--- config.mk ---
export PLATFORM = sky130hd
export DESIGN_NAME = partition_scheduler
export DESIGN_NICKNAME = d
export VERILOG_FILES = /design/src/rtl/partition_pkg.sv /design/src/rtl/partition_fifo.sv /design/src/rtl/partition_scheduler.sv
export SDC_FILE = /design/constraint.sdc
export NUM_CORES = 1
export LEC_CHECK = 0
export ABC_CLOCK_PERIOD_IN_PS = 8850
export BUFFER_PORTS_ARGS = -buffer_cell sky130_fd_sc_hd__buf_2
export CAP_MARGIN = 20
export CORE_ASPECT_RATIO = 0.6
export CORE_UTILIZATION = 39
export DETAILED_ROUTE_END_ITERATION = 12
export PLACE_DENSITY = 0.64
export SLEW_MARGIN = 20
export SYNTH_ARGS = -nofsm -noshare
export SYNTH_HDL_FRONTEND = slang
export SYNTH_HIERARCHICAL = 1
export SYNTH_SLANG_ARGS = --single-unit
export TNS_END_PERCENT = 100
--- constraint.sdc ---
create_clock -name clk -period 8.85 [get_ports clk]
set_input_delay 0.4425 -clock clk [delete_from_list [all_inputs] [get_ports clk]]
set_output_delay 0.4425 -clock clk [all_outputs]
set_load 0.05 [all_outputs]
--- src/rtl/partition_pkg.sv ---
// Shared constants for the partition scheduler: phase encodings and
// default parameter values used by the top and the FIFO.
package partition_pkg;

   localparam logic MODE_L = 1'b0;
   localparam logic MODE_H = 1'b1;

   localparam int DEFAULT_PERIOD = 10;
   localparam int DEFAULT_WIDTH  = 16;
   localparam int DEFAULT_DEPTH  = 4;

endpackage

--- src/rtl/partition_fifo.sv ---
// Secret-data FIFO for the partition scheduler. It holds the storage,
// pointers and occupancy count. Push and pop are protected against full
// and empty here as well, so the count can never leave 0..DEPTH. A scrub
// pulse zeroes the storage and clears the pointers and the count.
module partition_fifo
   import partition_pkg::*;
#(
   parameter int WIDTH = DEFAULT_WIDTH,
   parameter int DEPTH = DEFAULT_DEPTH
) (
   input  logic             clk,
   input  logic             reset,
   input  logic             push,
   input  logic             pop,
   input  logic             scrub,
   input  logic [WIDTH-1:0] wdata,
   output logic [WIDTH-1:0] rdata,
   output logic             full,
   output logic             empty
);

   localparam int PTR_W = (DEPTH > 1) ? $clog2(DEPTH) : 1;
   localparam int CNT_W = PTR_W + 1;

   logic [DEPTH-1:0][WIDTH-1:0] mem_q, mem_d;
   logic [PTR_W-1:0]            wr_ptr_q, wr_ptr_d;
   logic [PTR_W-1:0]            rd_ptr_q, rd_ptr_d;
   logic [CNT_W-1:0]            cnt_q, cnt_d;
   logic                        do_push, do_pop;

   assign full    = (cnt_q == CNT_W'(DEPTH));
   assign empty   = (cnt_q == '0);
   assign do_push = push && !full;
   assign do_pop  = pop && !empty;
   assign rdata   = mem_q[rd_ptr_q];

   // Next-state for storage, pointers and count; scrub has the final say
   always_comb begin
      mem_d    = mem_q;
      wr_ptr_d = wr_ptr_q;
      rd_ptr_d = rd_ptr_q;
      cnt_d    = cnt_q;
      if (do_push) begin
         mem_d[wr_ptr_q] = wdata;
         wr_ptr_d        = wr_ptr_q + PTR_W'(1);
      end
      if (do_pop) begin
         rd_ptr_d = rd_ptr_q + PTR_W'(1);
      end
      if (do_push && !do_pop) begin
         cnt_d = cnt_q + CNT_W'(1);
      end else if (!do_push && do_pop) begin
         cnt_d = cnt_q - CNT_W'(1);
      end
      if (scrub) begin
         mem_d    = '0;
         wr_ptr_d = '0;
         rd_ptr_d = '0;
         cnt_d    = '0;
      end
   end

   // State registers; reset empties the FIFO and zeroes the storage
   always_ff @(posedge clk) begin
      if (reset) begin
         mem_q    <= '0;
         wr_ptr_q <= '0;
         rd_ptr_q <= '0;
         cnt_q    <= '0;
      end else begin
         mem_q    <= mem_d;
         wr_ptr_q <= wr_ptr_d;
         rd_ptr_q <= rd_ptr_d;
         cnt_q    <= cnt_d;
      end
   end

endmodule

--- src/rtl/partition_scheduler.sv ---
// Time-partitioned scheduler. A free-running countdown alternates between
// an L phase and an H phase, each PERIOD+1 cycles long. The timer and the
// mode depend only on reset and elapsed cycles, so nothing on the H side
// can modulate them. The secret FIFO is only open in the H phase, and the
// timer==0 cycle is a guard cycle in which both handshakes are closed.
// Optional macro PARTITION_SCRUB_EN: wipes the FIFO on the H->L edge.
// Without it, queued words are kept and resume draining in the next H phase.
module partition_scheduler
   import partition_pkg::*;
#(
   parameter int WIDTH  = DEFAULT_WIDTH,
   parameter int PERIOD = DEFAULT_PERIOD,
   parameter int DEPTH  = DEFAULT_DEPTH
) (
   input  logic             clk,
   input  logic             reset,
   output logic [WIDTH-1:0] timer,
   output logic             mode,
   input  logic [WIDTH-1:0] in_data,
   input  logic             in_valid,
   output logic             in_ready,
   output logic [WIDTH-1:0] data,
   output logic             data_valid,
   input  logic             data_ready
);

   logic [WIDTH-1:0] timer_q, timer_d;
   logic             mode_q, mode_d;
   logic             timer_zero;
   logic             window_open;
   logic             fifo_full, fifo_empty;
   logic             push, pop, scrub;
   logic [WIDTH-1:0] fifo_rdata;

   assign timer_zero = (timer_q == '0);

   // Countdown with reload; the phase flips on the reload edge
   always_comb begin
      timer_d = timer_q - WIDTH'(1);
      mode_d  = mode_q;
      if (timer_zero) begin
         timer_d = WIDTH'(PERIOD);
         mode_d  = (mode_q == MODE_H) ? MODE_L : MODE_H;
      end
   end

   // Phase registers; they see only reset and the clock
   always_ff @(posedge clk) begin
      if (reset) begin
         timer_q <= WIDTH'(PERIOD);
         mode_q  <= MODE_L;
      end else begin
         timer_q <= timer_d;
         mode_q  <= mode_d;
      end
   end

   // Handshake gating: open only in H phase and outside the guard cycle
   always_comb begin
      window_open = (mode_q == MODE_H) && !timer_zero;
      in_ready    = window_open && !fifo_full;
      data_valid  = window_open && !fifo_empty;
      data        = data_valid ? fifo_rdata : '0;
      push        = in_valid && in_ready;
      pop         = data_valid && data_ready;
   end

`ifdef PARTITION_SCRUB_EN
   // The H->L edge is the last H-phase cycle with timer at zero
   assign scrub = (mode_q == MODE_H) && timer_zero;
`else
   assign scrub = 1'b0;
`endif

   assign timer = timer_q;
   assign mode  = mode_q;

   partition_fifo #(
      .WIDTH (WIDTH),
      .DEPTH (DEPTH)
   ) u_fifo (
      .clk   (clk),
      .reset (reset),
      .push  (push),
      .pop   (pop),
      .scrub (scrub),
      .wdata (in_data),
      .rdata (fifo_rdata),
      .full  (fifo_full),
      .empty (fifo_empty)
   );

endmodule

==> After elaboration in Yosys (flattened, before gate mapping) <==
Index checks and enable logic that the tools add are counted.
{ "classes": {"order_cmp": 3, "eq_ne": 1, "n_reduce_logical": 19, "n_mux": 9, "n_addsub": 5} }
{ "ops": {"columns": ["operator", "count"], "rows": [
  ["$bwmux W64", 1],
  ["$mux W16", 3],
  ["$bmux W16 S2", 1],
  ["$demux W16 S2", 1],
  ["$logic_not A16 Y1", 1],
  ["$sub A16 B1 Y16 const B", 1],
  ["$logic_and A1 B1 Y1", 10],
  ["$lt A2 B3 Y1 const B", 2],
  ["$mux W3", 2],
  ["$logic_not A1 Y1", 5],
  ["$add A2 B1 Y2 const B", 2],
  ["$add A3 B1 Y3 const B", 1],
  ["$eq A3 B3 Y1 const B", 1],
  ["$logic_not A3 Y1", 1],
  ["$sub A3 B1 Y3 const B", 1],
  ["$ge A2 B1 Y1 const B", 1],
  ["$reduce_bool A2 Y1", 1],
  ["$reduce_or A2 Y1", 1],
  ["$mux W1", 1]
]} }
{ "totals": {"register_bits": 88, "out_inout_bits": 35, "inputBits": 20, "wordCells": 46} }

==> Logic depth before layout (Yosys ltp) <==
{ "depth": {"ltp_word": 10, "mapped_depth": 14, "mapped_depth_nobuf": 13} }

==> By module <==
Netlist, hierarchy kept.
{ "by_module_without_submodules": {"columns": ["mod", "n_inst", "area_each_um2", "seq_area_each_um2", "cells_per_inst"], "rows": [
  ["partition_fifo", 1, 3139.3, 1421.4, 289],
  ["partition_scheduler", 1, 938.4, 340.3, 110]
]} }

==> Worst setup path before layout <==
Ideal clock, no wire load.
{ "synth_path": {"path_type": "register to register", "startpoint": "register timer_q[0] (netlist: timer[0])", "endpoint": "register u_fifo.cnt_q[2]", "t_required_ps": 8780, "arrival_ps": 4043, "setup_ps": 70, "stages_incl_launch_ff": 15, "path_buffers": 1, "synth_period_minus_slack_ps": 4113, "path_slack_ps": 4737, "path_cell_list": "dfxtp_1 -> inv_1 -> ha_1 -> or4b_4 -> nor4_4 -> a21oi_1 -> and2_1 -> buf_1 -> and2_2 -> ha_1 -> inv_1 -> fa_1 -> xor2_1 -> or3_2 -> a21oi_1"} }
{ "synth_via": {"elab_chain_len": 9, "word_cells_on_any_way": 15, "cone_classes": "mux: 1; reduce/logical: 14"} }
{ "synth_lines": {"columns": ["item", "line_no", "source"], "rows": [
  ["from (decl)", "partition_scheduler.sv:27", "logic [WIDTH-1:0] timer_q, timer_d;"],
  ["from (signal assigned)", "partition_scheduler.sv:50", "timer_q <= WIDTH'(PERIOD);"],
  ["from (signal assigned)", "partition_scheduler.sv:53", "timer_q <= timer_d;"],
  ["$logic_not A16 Y1 (*)", "partition_scheduler.sv:35", "assign timer_zero = (timer_q == '0);"],
  ["$logic_not A1 Y1 (*)", "partition_scheduler.sv:60", "window_open = (mode_q == MODE_H) && !timer_zero;"],
  ["$logic_and A1 B1 Y1 (*)", "partition_scheduler.sv:60", null],
  ["$logic_and A1 B1 Y1 (*)", "partition_scheduler.sv:61", "in_ready = window_open && !fifo_full;"],
  ["named net in_ready", "partition_scheduler.sv:21", "output logic in_ready,"],
  ["$logic_and A1 B1 Y1 (*)", "partition_scheduler.sv:64", "push = in_valid && in_ready;"],
  ["named net push", "partition_scheduler.sv:32", "logic push, pop, scrub;"],
  ["$logic_and A1 B1 Y1 (*)", "partition_fifo.sv:33", "assign do_push = push && !full;"],
  ["named net u_fifo.do_push", "partition_fifo.sv:29", "logic do_push, do_pop;"],
  ["$logic_not A1 Y1", "partition_fifo.sv:52", "end else if (!do_push && do_pop) begin"],
  ["$logic_and A1 B1 Y1", "partition_fifo.sv:52", null],
  ["$reduce_bool A2 Y1 (no source line)", null, null],
  ["to (signal assigned)", "partition_fifo.sv:74", "cnt_q <= cnt_d;"],
  ["to (decl)", "partition_fifo.sv:28", "logic [CNT_W-1:0] cnt_q, cnt_d;"]
]} }
The timed path passes the listed nets; every way through them passes the cells marked *.
A chain may end at the register's enable or synchronous reset.

==> Final worst setup path <==
{ "layout_path": {"startpoint": "register timer_q[0] (netlist: timer[0])", "endpoint": "register u_fifo.cnt_q[2]"} }
{ "layout_via": {"elab_chain_len": 9, "word_cells_on_any_way": 15, "cone_classes": "mux: 1; reduce/logical: 14"} }
{ "layout_lines": {"columns": ["item", "line_no", "source"], "rows": [
  ["$logic_not A16 Y1 (*)", "partition_scheduler.sv:35", null],
  ["$logic_not A1 Y1 (*)", "partition_scheduler.sv:60", null],
  ["$logic_and A1 B1 Y1 (*)", "partition_scheduler.sv:60", null],
  ["$logic_and A1 B1 Y1 (*)", "partition_scheduler.sv:62", "data_valid = window_open && !fifo_empty;"],
  ["$logic_and A1 B1 Y1 (*)", "partition_scheduler.sv:65", "pop = data_valid && data_ready;"],
  ["named net pop", "partition_scheduler.sv:32", null],
  ["$logic_and A1 B1 Y1 (*)", "partition_fifo.sv:34", "assign do_pop = pop && !empty;"],
  ["$logic_not A1 Y1", "partition_fifo.sv:50", "if (do_push && !do_pop) begin"],
  ["$logic_and A1 B1 Y1", "partition_fifo.sv:50", null],
  ["$mux W3 or $reduce_bool A2 Y1 (tied branches)", null, null]
]} }
Marks and branches as above.

==> summary.txt <==
Yosys
  – Synth Flop Type: dfxtp_1
  – Top cell type's share of synthesized area: 0.4320
  – Synth unique cells: between 40 and 50
  – Post-Syn Area: 4078 µm²
  – Post-synth EDFFs: 0
  – Mapped Cells: 399
  – Post-synth top area cell: dfxtp_1
  – Seq/Total Area, Yosys: 0.4320
  – Yosys warns: 6
  – Synth Register Bits: 88
  – Synthesized area per cell: 10.22 µm²
  – Most numerous cell in the Yosys netlist: dfxtp_1
  – Post-synth ARST share: 0
  – Post-synth top cells: 88 x dfxtp_1, 87 x nand2_1, 65 x mux2i_1
  – Ranking of synthesized cells by area: dfxtp_1 43%, mux2i_1 16%, mux4_2 8.8%

Worst setup path
  – Critical-path cell list: inv_1 > ha_1 > or4b_4 > nor4_4 > a21oi_2 > and2_1 > o31ai_1 > ha_1 > inv_1 > fa_1 > xor2_1 > or3_2 > a21oi_1
  – Slowest CP cell: or4b_4
  – Critical path type: register to register
  – CP startpoint: timer[0]
  – Worst R2R Start: timer[0]
  – Startpoint type of the worst setup path: register
  – Critical path data required time: 9.12 ns
  – Arrival time at the worst endpoint: 3.92 ns
  – Worst path bufs/invs: 2
  – Critical path's largest stage delay: 0.54 ns
  – Worst Path Max Fanout: 18
  – Cell family with most CP delay: simple AND/OR/NAND/NOR gates
  – Crit path capture type: register

Route
  – WL final: 8.633 mm
  – Initial DRC Count: 189
  – Vias per inst: roughly 5
  – Met2 WL post-DR: 3.921 mm
  – Via Count: 2916
  – DRC: 0
  – First drt pass iteration count: 4
  – Max layer used: met4
  – DRT met1 WL: ~4.4 mm
  – Met3 routed wirelength: 231 µm
  – Routed len/inst: roughly 15 µm
  – Post-route ant nets: 0

Global routing
  – First-pass GRT wire length: around 14 mm
  – Total grt overflow: 0
  – Total GRT Usage: 0.1694
  – Largest net degree at the start of global routing: between 80 and 90
  – Vias in the first global route: 2782
  – Initial antenna violation count: 0

Floorplanning
  – Core area: about 10000 µm²
  – Die Y: about 81 µm
  – Die Area: 10880 µm²
  – Die W: 134.0 µm
  – Initial core utilization: 0.4070
  – Ports: 55
  – Std-Cell Rows: 28

Job
  – Max-cap violations: 0

STA
  – Fin crit period: between 3 and 4 ns
  – Clk_skew: 0.007205 ns
  – Worst Tran Pin Value: 0.9221 ns
  – Final critical-path setup slack: 5.202 ns
  – Final Slew Violations: 0
  – Slew HR: 0.3844
  – Fmax: 274.1 MHz
  – WHS: 0.3738 ns
  – TNS Setup: 0 ns
  – Setup Viol. Count Final: 0
  – Final hold vios: 0
  – Final cycle utilization of the critical path: 0.4122
  – RSZ-0062 raised after global routing: no

Clock network
  – Max Root-Sink Buffers: 2
  – CTS tree: yes
  – Clock-pin slew on the worst setup and hold paths: 0.06 ns
  – Clock root buffer: clkbuf_16
  – Clk Latency, worst-skew pair: 0.34 ns
  – Post CTS Setup Buffer Count: 0
  – CTS resizes: 0
  – TritonCTS Buffers: 9
  – # clock sinks: slightly below 90
  – Htree depth: 3
  – Hold-fix buffers, CTS: 0

Power and ir drop
  – Lkg Pwr: 0.002105 µW
  – Power Dens Cells: 180.4 nW/µm²
  – Worst IR drop on VDD: 0.00008791 V

Place
  – Detailed Place HPWL: 5.730 mm
  – RePlAce Congestion: 0.8562
  – Cell count after placement: 569
  – Worst slack at placement: 5.200 ns
  – Port bufs: 54

Final layout
  – # nets final: 472
  – Final non-filler cell total: 585
  – Layout cells sized above 1: 0.2489
  – Area growth from synthesis to layout: 14.91%
  – Finished Core Util: 0.4677
  – # diodes: 0

Outcome
  – Status: completed

Hold path
  – Hold WC Path Type: input pin to register
  – Hold_sp: reset
-- layer usage --
layer  track usage  up-vias
met5             0        -
met4       0.05455        0
met3       0.03995        7
met2        0.2684       35
met1        0.2289     1413
li1              -     1461
-- cells in the final DEF, fill, tap and decap left out, types with 2 or more instances in the layout --
cell,Yosys,layout
a21oi_1,9,9
and2_1,9,9
and2_4,9,9
buf_2,2,54
buf_4,4,2
clkbuf_16,0,9
clkinv_2,0,2
clkinvlp_4,0,2
conb_1,1,2
dfxtp_1,88,88
ha_1,6,6
inv_1,7,7
inv_6,0,2
mux2i_1,65,65
mux4_2,16,16
nand2_1,87,87
nand2b_1,2,2
nand3_1,3,3
nand3_2,3,3
nand4_1,3,3
nor2_1,19,18
nor3_1,5,5
nor4_1,3,3
o21ai_0,5,5
o31ai_1,2,2
or2_2,3,3
or3_1,3,3
xnor2_1,4,4
xor2_1,10,10
-- power by group --
group | internal [µW] | total [µW] | switching (µW) | leakage (µW)
Combinational | 23.4 | 77.8 | 54.4 | 0.00126
Clock | 199 | 356 | 157 | 0.000135
Sequential | 403 | 412 | 9.18 | 0.000710
-- area by class of cell --
type,count,area (µm²)
clock inverters,6,42.54
fillers,955,5334
multi-input cells,283,2162
repair buffers,56,285.3
inverters,7,26.28
flip-flops and latches,88,1762
clock buffers,10,239.0
well taps,135,168.9
-- path summary, 6_finish.rpt --
path | to | slack, ns | depth (start not counted)
max | u_fifo/cnt_q[2] | 5.20 | 13
min | mode | 0.37 | 2
max reg2reg | u_fifo/cnt_q[2] | 5.20 | 13
min reg2reg | u_fifo/mem_q[59] | 0.46 | 2
-- registers in the layout, indices dropped and copies added, names as in the netlist --
signal / flops
u_fifo/rd_ptr_q: 2
mode: 1
u_fifo/wr_ptr_q: 2
u_fifo/cnt_q: 3
u_fifo/mem_q: 64
timer: 16
-- metrics by stage --
step | power [µW] | instance area [µm²]
after CTS | 854.5 | 4686
after global placement | 496.6 | 4404
after detailed placement | 497.9 | 4404
final | 845.2 | 4686
after floorplan | 477.7 | 4081
after global routing | 876.5 | 4686
-- cell families after synthesis --
logic type | count (synthesis) | synth area share
AO/OA/AOI/OAI | 20 | 0.02915
XOR/XNOR | 14 | 0.03007
adder cells (fa/ha/maj) | 7 | 0.02332
buffers and inverters | 29 | 0.04050
flip-flops | 88 | 0.4320
multiplexers | 81 | 0.2479
other | 1 | 0.0009196
AND/OR/NAND/NOR | 159 | 0.1961
-- worst register-to-register path, cell delays in order (launching register included) --
cell and delay [ns]:
dfxtp_1 0.34, inv_1 0.06, ha_1 0.23, or4b_4 0.54, nor4_4 0.33, a21oi_2 0.30, and2_1 0.29, o31ai_1 0.10
ha_1 0.25, inv_1 0.06, fa_1 0.37, xor2_1 0.16, or3_2 0.40, a21oi_1 0.14
(Power assumes the default switching activity.)
